## config.mk

```make
export PLATFORM = sky130hd
export DESIGN_NAME = load_scoreboard
export DESIGN_NICKNAME = d
export VERILOG_FILES = /design/src/rtl/load_scoreboard.sv
export SDC_FILE = /design/constraint.sdc
export NUM_CORES = 1
export LEC_CHECK = 0
export CORE_MARGIN = 2
export CORE_UTILIZATION = 35
export DETAILED_ROUTE_END_ITERATION = 12
export GPL_TIMING_DRIVEN = 1
export SLEW_MARGIN = 20
export SYNTH_ARGS = -nofsm -noshare
export SYNTH_HDL_FRONTEND = slang
export SYNTH_SLANG_ARGS = --single-unit
```

## constraint.sdc

```tcl
create_clock -name clk -period 4.45 [get_ports clk]
set_input_delay 0.6675 -clock clk [delete_from_list [all_inputs] [get_ports clk]]
set_output_delay 0.6675 -clock clk [all_outputs]
set_load 0.005 [all_outputs]
```

## src/rtl/load_scoreboard.sv

```systemverilog
// Decode-side scoreboard for long-latency writes.
// Tracks pending rd bits and stalls decode on hazards.
module load_scoreboard #(
  parameter int MAX_OUT = 4,
  parameter int CNT_W   = 16
) (
  input  logic             clk,
  input  logic             rst_n,
  input  logic             id_valid,
  input  logic [4:0]       id_rs1,
  input  logic             id_rs1_used,
  input  logic [4:0]       id_rs2,
  input  logic             id_rs2_used,
  input  logic [4:0]       id_rd,
  input  logic             id_regw,
  input  logic             id_long,
  input  logic             flush,
  input  logic             wb_valid,
  input  logic [4:0]       wb_rd,
  output logic             stall,
  output logic             issue,
  output logic [31:0]      pending,
  output logic [2:0]       outstanding,
  output logic [CNT_W-1:0] stall_cnt,
  output logic             err
);

  localparam logic [2:0] MAX_V = 3'(MAX_OUT);

  logic [31:0]      pending_q, pending_d;
  logic [2:0]       outstanding_q, outstanding_d;
  logic [CNT_W-1:0] stall_cnt_q, stall_cnt_d;
  logic             err_q, err_d;

  logic [31:0] eff_pend;
  logic        wb_clr;
  logic        raw1, raw2, waw, full;
  logic        set;

  // Hazard detection against pending bits, with writeback clear bypass
  always_comb begin
    wb_clr = wb_valid && (wb_rd != 5'd0) && pending_q[wb_rd];
    eff_pend = pending_q;
    if (wb_clr) eff_pend[wb_rd] = 1'b0;
    raw1 = id_rs1_used && (id_rs1 != 5'd0) && eff_pend[id_rs1];
    raw2 = id_rs2_used && (id_rs2 != 5'd0) && eff_pend[id_rs2];
    waw  = id_regw && (id_rd != 5'd0) && eff_pend[id_rd];
    full = id_long && id_regw && (id_rd != 5'd0)
        && (outstanding_q == MAX_V) && !wb_clr;
    stall = rst_n && id_valid && !flush
         && (raw1 || raw2 || waw || full);
    issue = rst_n && id_valid && !flush && !stall;
    set = issue && id_long && id_regw && (id_rd != 5'd0);
  end

  // Next-state: clear on writeback, then set on issue so set wins
  always_comb begin
    pending_d = pending_q;
    if (wb_clr) pending_d[wb_rd] = 1'b0;
    if (set)    pending_d[id_rd] = 1'b1;
    pending_d[0] = 1'b0;
    outstanding_d = outstanding_q
                  + {2'b00, set}
                  - {2'b00, wb_clr};
    stall_cnt_d = stall_cnt_q;
    if (stall && (stall_cnt_q != {CNT_W{1'b1}}))
      stall_cnt_d = stall_cnt_q + 1'b1;
    err_d = err_q || (wb_valid && !wb_clr);
  end

  // State registers
  always_ff @(posedge clk or negedge rst_n) begin
    if (!rst_n) begin
      pending_q     <= '0;
      outstanding_q <= '0;
      stall_cnt_q   <= '0;
      err_q         <= 1'b0;
    end else begin
      pending_q     <= pending_d;
      outstanding_q <= outstanding_d;
      stall_cnt_q   <= stall_cnt_d;
      err_q         <= err_d;
    end
  end

  assign pending     = pending_q;
  assign outstanding = outstanding_q;
  assign stall_cnt   = stall_cnt_q;
  assign err         = err_q;

endmodule

```

Word level (Yosys, flattened, before mapping)
Cells that the tools add are included.
{"block": "classes", "add_sub_neg": 3, "n_bitwise": 3, "n_lt_le_gt_ge": 6, "n_reduce_logical": 34, "muxes": 14, "eq_ne": 2}
{"operator": "2-to-1 mux 32 bit", "n": 2}
{"operator": "bitwise AND 32 bit", "n": 1}
{"operator": "NOT 32 bit", "n": 1}
{"operator": "bitwise OR 32 bit", "n": 1}
{"operator": "< comparator 5 x 6 -> 1 bit, second input constant", "n": 4}
{"operator": "logical AND 1 bit", "n": 23}
{"operator": "binary-select mux 1 bit (select 5 bit)", "n": 4}
{"operator": "nonzero test 5 bit", "n": 4}
{"operator": "adder 16 x 1 -> 16 bit, second input constant", "n": 1}
{"operator": "inequality test 16 bit, second input constant", "n": 1}
{"operator": "demux 1 bit (select 5 bit)", "n": 2}
{"operator": ">= comparator 5 x 1 -> 1 bit, second input constant", "n": 2}
{"operator": "2-to-1 mux 1 bit", "n": 6}
{"operator": "logical OR 1 bit", "n": 4}
{"operator": "adder 3 x 1 -> 3 bit", "n": 1}
{"operator": "== test 3 bit, second input constant", "n": 1}
{"operator": "zero test 1 bit", "n": 3}
{"operator": "subtractor 3 x 1 -> 3 bit", "n": 1}
{"block": "totals", "input_bits": 29, "regBits": 51, "elab_cells": 66}

Logic depth before layout (Yosys ltp)
{"block": "depth", "word_depth": 21, "depth_mapped": 23}

Worst setup path after synthesis
No wires, ideal clock.
{"block": "synth_timing", "kind": "input -> register", "start": "input wb_rd[2]", "end": "register outstanding_q[2] (netlist: outstanding[2])", "path_stages": 22, "setup_slack_ns": -0.358, "setup_ns": 0.126, "arrival_time_ns": 4.682, "n_path_buf": 4, "path_cell_list": "buf_6 -> or3_1 -> buf_2 -> nor3_4 -> a221o_1 -> nor3_4 -> or4_1 -> nand4_1 -> a211oi_1 -> and4_4 -> nor4_4 -> nand2_1 -> or3_1 -> buf_2 -> buf_6 -> ha_1 -> inv_1 -> ha_1 -> inv_1 -> fa_1 -> xnor2_1 -> xnor2_1"}
{"block": "synth_between", "elab_chain_cells": 21}
{"element": "from (decl)", "line": "19", "text": "input logic [4:0] wb_rd,"}
{"element": "< comparator 5 x 6 -> 1 bit (implied by the code) or >= comparator 5 x 1 -> 1 bit (tied branches)", "line": "44", "text": "if (wb_clr) eff_pend[wb_rd] = 1'b0;"}
{"element": "logical AND 1 bit (implied by the code)", "line": "44"}
{"element": "2-to-1 mux 1 bit (implied by the code)", "line": "44"}
{"element": "demux 1 bit (select 5 bit)", "line": "44"}
{"element": "NOT 32 bit (no source line)"}
{"element": "bitwise AND 32 bit (no source line)"}
{"element": "2-to-1 mux 32 bit", "line": "44"}
{"element": "binary-select mux 1 bit (select 5 bit), on equally long branches", "line": "45, 46"}
{"element": "(+2 left out)"}
{"element": "logical OR 1 bit (3 in a row)", "line": "51", "text": "&& (raw1 || raw2 || waw || full);"}
{"element": "logical AND 1 bit", "line": "51"}
{"element": "zero test 1 bit", "line": "52", "text": "issue = rst_n && id_valid && !flush && !stall;"}
{"element": "logical AND 1 bit", "line": "52"}
{"element": "logical AND 1 bit (3 in a row)", "line": "53", "text": "set = issue && id_long && id_regw && (id_rd != 5'd0);"}
{"element": "adder 3 x 1 -> 3 bit", "line": "63", "text": "+ {2'b00, set}"}
{"element": "subtractor 3 x 1 -> 3 bit (*)", "line": "64", "text": "- {2'b00, wb_clr};"}
{"element": "net outstanding_d[2]", "line": "31", "text": "logic [2:0] outstanding_q, outstanding_d;"}
{"element": "to (signal assigned)", "line": "80", "text": "outstanding_q <= outstanding_d;"}
{"element": "to (decl)", "line": "31"}
The timed path passes the listed nets; every way through them passes the cells marked *. The select of a mux whose other input is x is not followed.
A chain may end at the register's enable or synchronous reset.

Worst setup path after layout
{"block": "layout_timing", "start": "input wb_rd[0]", "end": "output stall"}
{"block": "layout_between", "elab_chain_cells": 14}
{"element": "< comparator 5 x 6 -> 1 bit (implied by the code) or >= comparator 5 x 1 -> 1 bit (tied branches)", "line": "44"}
{"element": "logical AND 1 bit (implied by the code)", "line": "44"}
{"element": "2-to-1 mux 1 bit (implied by the code)", "line": "44"}
{"element": "demux 1 bit (select 5 bit)", "line": "44"}
{"element": "NOT 32 bit (no source line)"}
{"element": "bitwise AND 32 bit (no source line)"}
{"element": "2-to-1 mux 32 bit", "line": "44"}
{"element": "binary-select mux 1 bit (select 5 bit), on equally long branches", "line": "45, 46"}
{"element": "2-to-1 mux 1 bit, on equally long branches", "line": "45, 46"}
{"element": "logical AND 1 bit, on equally long branches", "line": "45, 46"}
{"element": "logical OR 1 bit (2 in a row)", "line": "51"}
{"element": "logical OR 1 bit (*)", "line": "51"}
{"element": "logical AND 1 bit (*)", "line": "51"}
{"element": "to (decl)", "line": "20", "text": "output logic stall,"}
Mark *: on every way between the ends. The rest lies on a longest branch, timed or not. The select of a mux whose other input is x is not followed.

==> summary.log <==
[layout] count of antenna diodes in the layout 0
[yosys] Post-synth EDFFs 0
[clock_network] Num CTS Buffers 5
[grt] antenna violations before repair 0
[grt] vias in the first global route 5681
[detailed_routing] WL per Instance 22.2 um
[clock_network] clk buf depth 2
[floorplanning] horizontal extent of the die 117 um
[detailed_routing] met2 WL post-DR 9.93 mm
[outcome] outcome finished with violations
[sta] maximum clock skew at final layout 9.99 ps
[clock_network] worst-skew pair later-pin latency 310 ps
[detailed_routing] remaining routing DRC violations 0
[yosys] gate count of the mapped netlist 560
[clock_network] clock tree from TritonCTS done
[pwr] worst-case vdd ir drop 0.158 mV
[worst_hold_path] Hold/Removal Path Class reg -> reg
[yosys] proportion of synthesized chip area in sequential cells 0.286
[clock_network] CTS Sinks 51
[sta] transition at the pin with the smallest max-transition slack 793 ps
[sta] slack of the critical path -61.5 ps
[sta] worst-case headroom to the max-slew limit 0.470
[grt] remaining global-route overflow 0
[floorplanning] count of pins on the block boundary 83
[layout] ratio of cells with drive above 1 in the final layout 0.339
[grt] overall track demand over capacity in global routing 0.322
[floorplanning] die area 0.0137 mm2
[detailed_routing] total number of vias 5713
[pwr] total power draw 0.00160 W
[sta] highest clock rate 0.222 GHz
[worst_setup_path] Critical Path End Type output pin
[yosys] mean post-synth cell area 7.98 um2
[flow_run] reported max-cap violation count 0
[grt] global-route wire length before repair 32.9 mm
[placed_design] number of port buffers 81
[layout] post-layout utilization of the core 0.580
[yosys] leading cell type by number of instances after synthesis nand2_1
[sta] post-route minimum period 4510 ps
[yosys] share of flip-flops with an asynchronous set or reset after synthesis 1.00
[detailed_routing] topmost layer with routed signal wires met4
[sta] number of hold-slack violations in the final timing report 0
[placed_design] GPL Wtd Cong 0.963
[placed_design] sum of net half-perimeters after detailed placement 16.3 mm
[yosys] post-synthesis cell type with the largest combined area dfrtp_1
[yosys] warning count from the yosys run 0
[sta] Setup TNS -104 ps
[pwr] cell leakage power 2.98 nW
[detailed_routing] count of TritonRoute iterations in the first routing pass 5
[outcome] violated checks setup timing
[worst_setup_path] startpoint-to-endpoint class of the critical path in -> out
[worst_setup_path] required time of the critical path 3780 ps
[floorplanning] die boundary height 117 um
[sta] unrepaired setup endpoints after global routing yes
[clock_network] number of H-tree levels 2
[worst_setup_path] kind of start point of the critical path primary input
[yosys] share of the synthesized area in the top cell type 0.286
[yosys] predominant post-synthesis flop cell dfrtp_1
[yosys] syn_nets 593
[detailed_routing] met3 routed WL 1.95 mm
[layout] number of nets in the finished design 824
[yosys] most instantiated cells after synthesis nand2_1, dfrtp_1, nor2_1, o21ai_0, o21ai_1
[detailed_routing] DRT antenna net count 0
[worst_setup_path] worst endpoint data arrival time 3840 ps
[floorplanning] Row Count 41
[yosys] Seq cells post-synth 51
[sta] crit share post-route 1.01
[pwr] Pwr per Cell Area 221 mW/mm2
[grt] maximum number of pins on one net before global-route repair 52
[clock_network] Clk pin slew, worst setup/hold paths 70 ps
[floorplanning] total core area 0.0125 mm2
[detailed_routing] Routed met1 length 8.71 mm
[detailed_routing] Starting DRT DRC Count 596
[sta] Setup Viol. Count Final 3
[detailed_routing] detail-routed via count per cell 5.93
[worst_setup_path] peak fanout along the critical path 6
[sta] final slew viol count 0
[clock_network] root cell of the clock tree clkbuf_16
[floorplanning] starting utilization of the core area 0.357
[yosys] cell area after technology mapping 0.00447 mm2
[layout] synthesis-to-finish area growth 62.5%
[detailed_routing] wirelength, routed 21.4 mm
[yosys] number of distinct library cells after synthesis 77
[yosys] biggest area contributors in the synthesized netlist dfrtp_1, nand2_1, mux2i_1, o21ai_0, o21ai_1
==> what timing repair did <==
item / CTS / global route
buffers inserted: 6 / 8
pin swaps: 21 / 18
cloned: 1 / 0
resized for setup: 61 / 23
setup endpoints to repair: 37 / 4
hold buffers: 0 / 0
==> final cells by class <==
cell class	instances	area, um2
Tap cell	172	215
Multi-Input combinational cell	446	3250
Sequential cell	51	1280
Fill cell	1203	5260
Clock inverter	2	37.5
Clock buffer	5	125
Timing Repair Buffer	267	2280
Inverter	20	75.1
==> state kept, by name, summed over array words and instances (netlist names) <==
register     count
outstanding      3
err              1
pending         31
stall_cnt       16
==> report_power, final <==
part,internal (W),switching (W),leakage (nW)
sequential,0.000504,0.0000522,0.689
clock,0.000263,0.000193,0.0759
combinational,0.000309,0.000284,2.22
==> through the flow <==
stage          setup slack [ps]  cell area [um2]  hold WS, ps  cells
2_1_floorplan              -181             4620          372    560
3_3_place_gp               -940             6700          463    941
3_5_place_dp               -970             6700          485    941
4_1_cts                    8.43             7120          504    955
5_1_grt                    -213             7260          518    963
6_report                  -61.5             7260          494    963
==> cell usage in the layout, fill, tap and decap left out, types with 5 or more instances in the layout <==
| cell | instances |
|---|---|
| clkbuf_16 | 5 |
| nor2b_1 | 7 |
| nor2_1 | 31 |
| buf_4 | 177 |
| or3_1 | 6 |
| buf_6 | 6 |
| a21oi_1 | 10 |
| o211ai_1 | 13 |
| nand2b_1 | 6 |
| clkdlybuf4s50_1 | 73 |
| o31ai_1 | 6 |
| o22ai_1 | 5 |
| xnor2_1 | 16 |
| o31ai_4 | 5 |
| o21ai_0 | 27 |
| and3_1 | 15 |
| o31ai_2 | 5 |
| and2_1 | 5 |
| a31oi_1 | 10 |
| nand4_1 | 11 |
| o21ai_1 | 35 |
| inv_1 | 17 |
| nand2_1 | 66 |
| mux2i_1 | 14 |
| dfrtp_1 | 51 |
| nand3_1 | 22 |
| nor3_1 | 12 |
==> cells by family after synthesis <==
logic type | count (synthesis) | synth area share
fa+ha+maj | 4 | 0.0129
compound gates | 180 | 0.279
flops | 51 | 0.286
simple gates | 215 | 0.251
buf+inv | 63 | 0.0641
other cells | 1 | 0.000839
mux | 27 | 0.0689
xor+xnor | 19 | 0.0372
==> layer usage <==
| metal | vias up | global-route usage |
|---|---|---|
| met5 | - | 0 |
| met4 | 0 | 0.115 |
| met3 | 65 | 0.0721 |
| met2 | 329 | 0.528 |
| met1 | 2766 | 0.418 |
| li1 | 2553 | - |
==> worst max-delay path, cell delays in order <==
cell and delay [ps]:
buf_4 110, mux4_2 570, a221o_1 390, nor3_4 210, buf_12 150, buf_4 170, o21ai_1 130, a221o_1 340
a211oi_2 240, and4_4 270, nor4_4 50, buf_4 150, a21oi_4 140, dlygate4sd2_1 250
==> path summary, 6_finish.rpt <==
path | start | to | slack [ps] | depth (start not counted)
max | wb_rd[0] | stall | -60 | 14
min | err | err | 490 | 1
max reg2reg | pending[19] | outstanding[2] | 180 | 19
min reg2reg | err | err | 490 | 1
max in group asynchronous | rst_n | pending[18] | 3410 | 2
min in group asynchronous | rst_n | pending[5] | 560 | 2
Note: power is estimated with default switching activity, not from simulation.
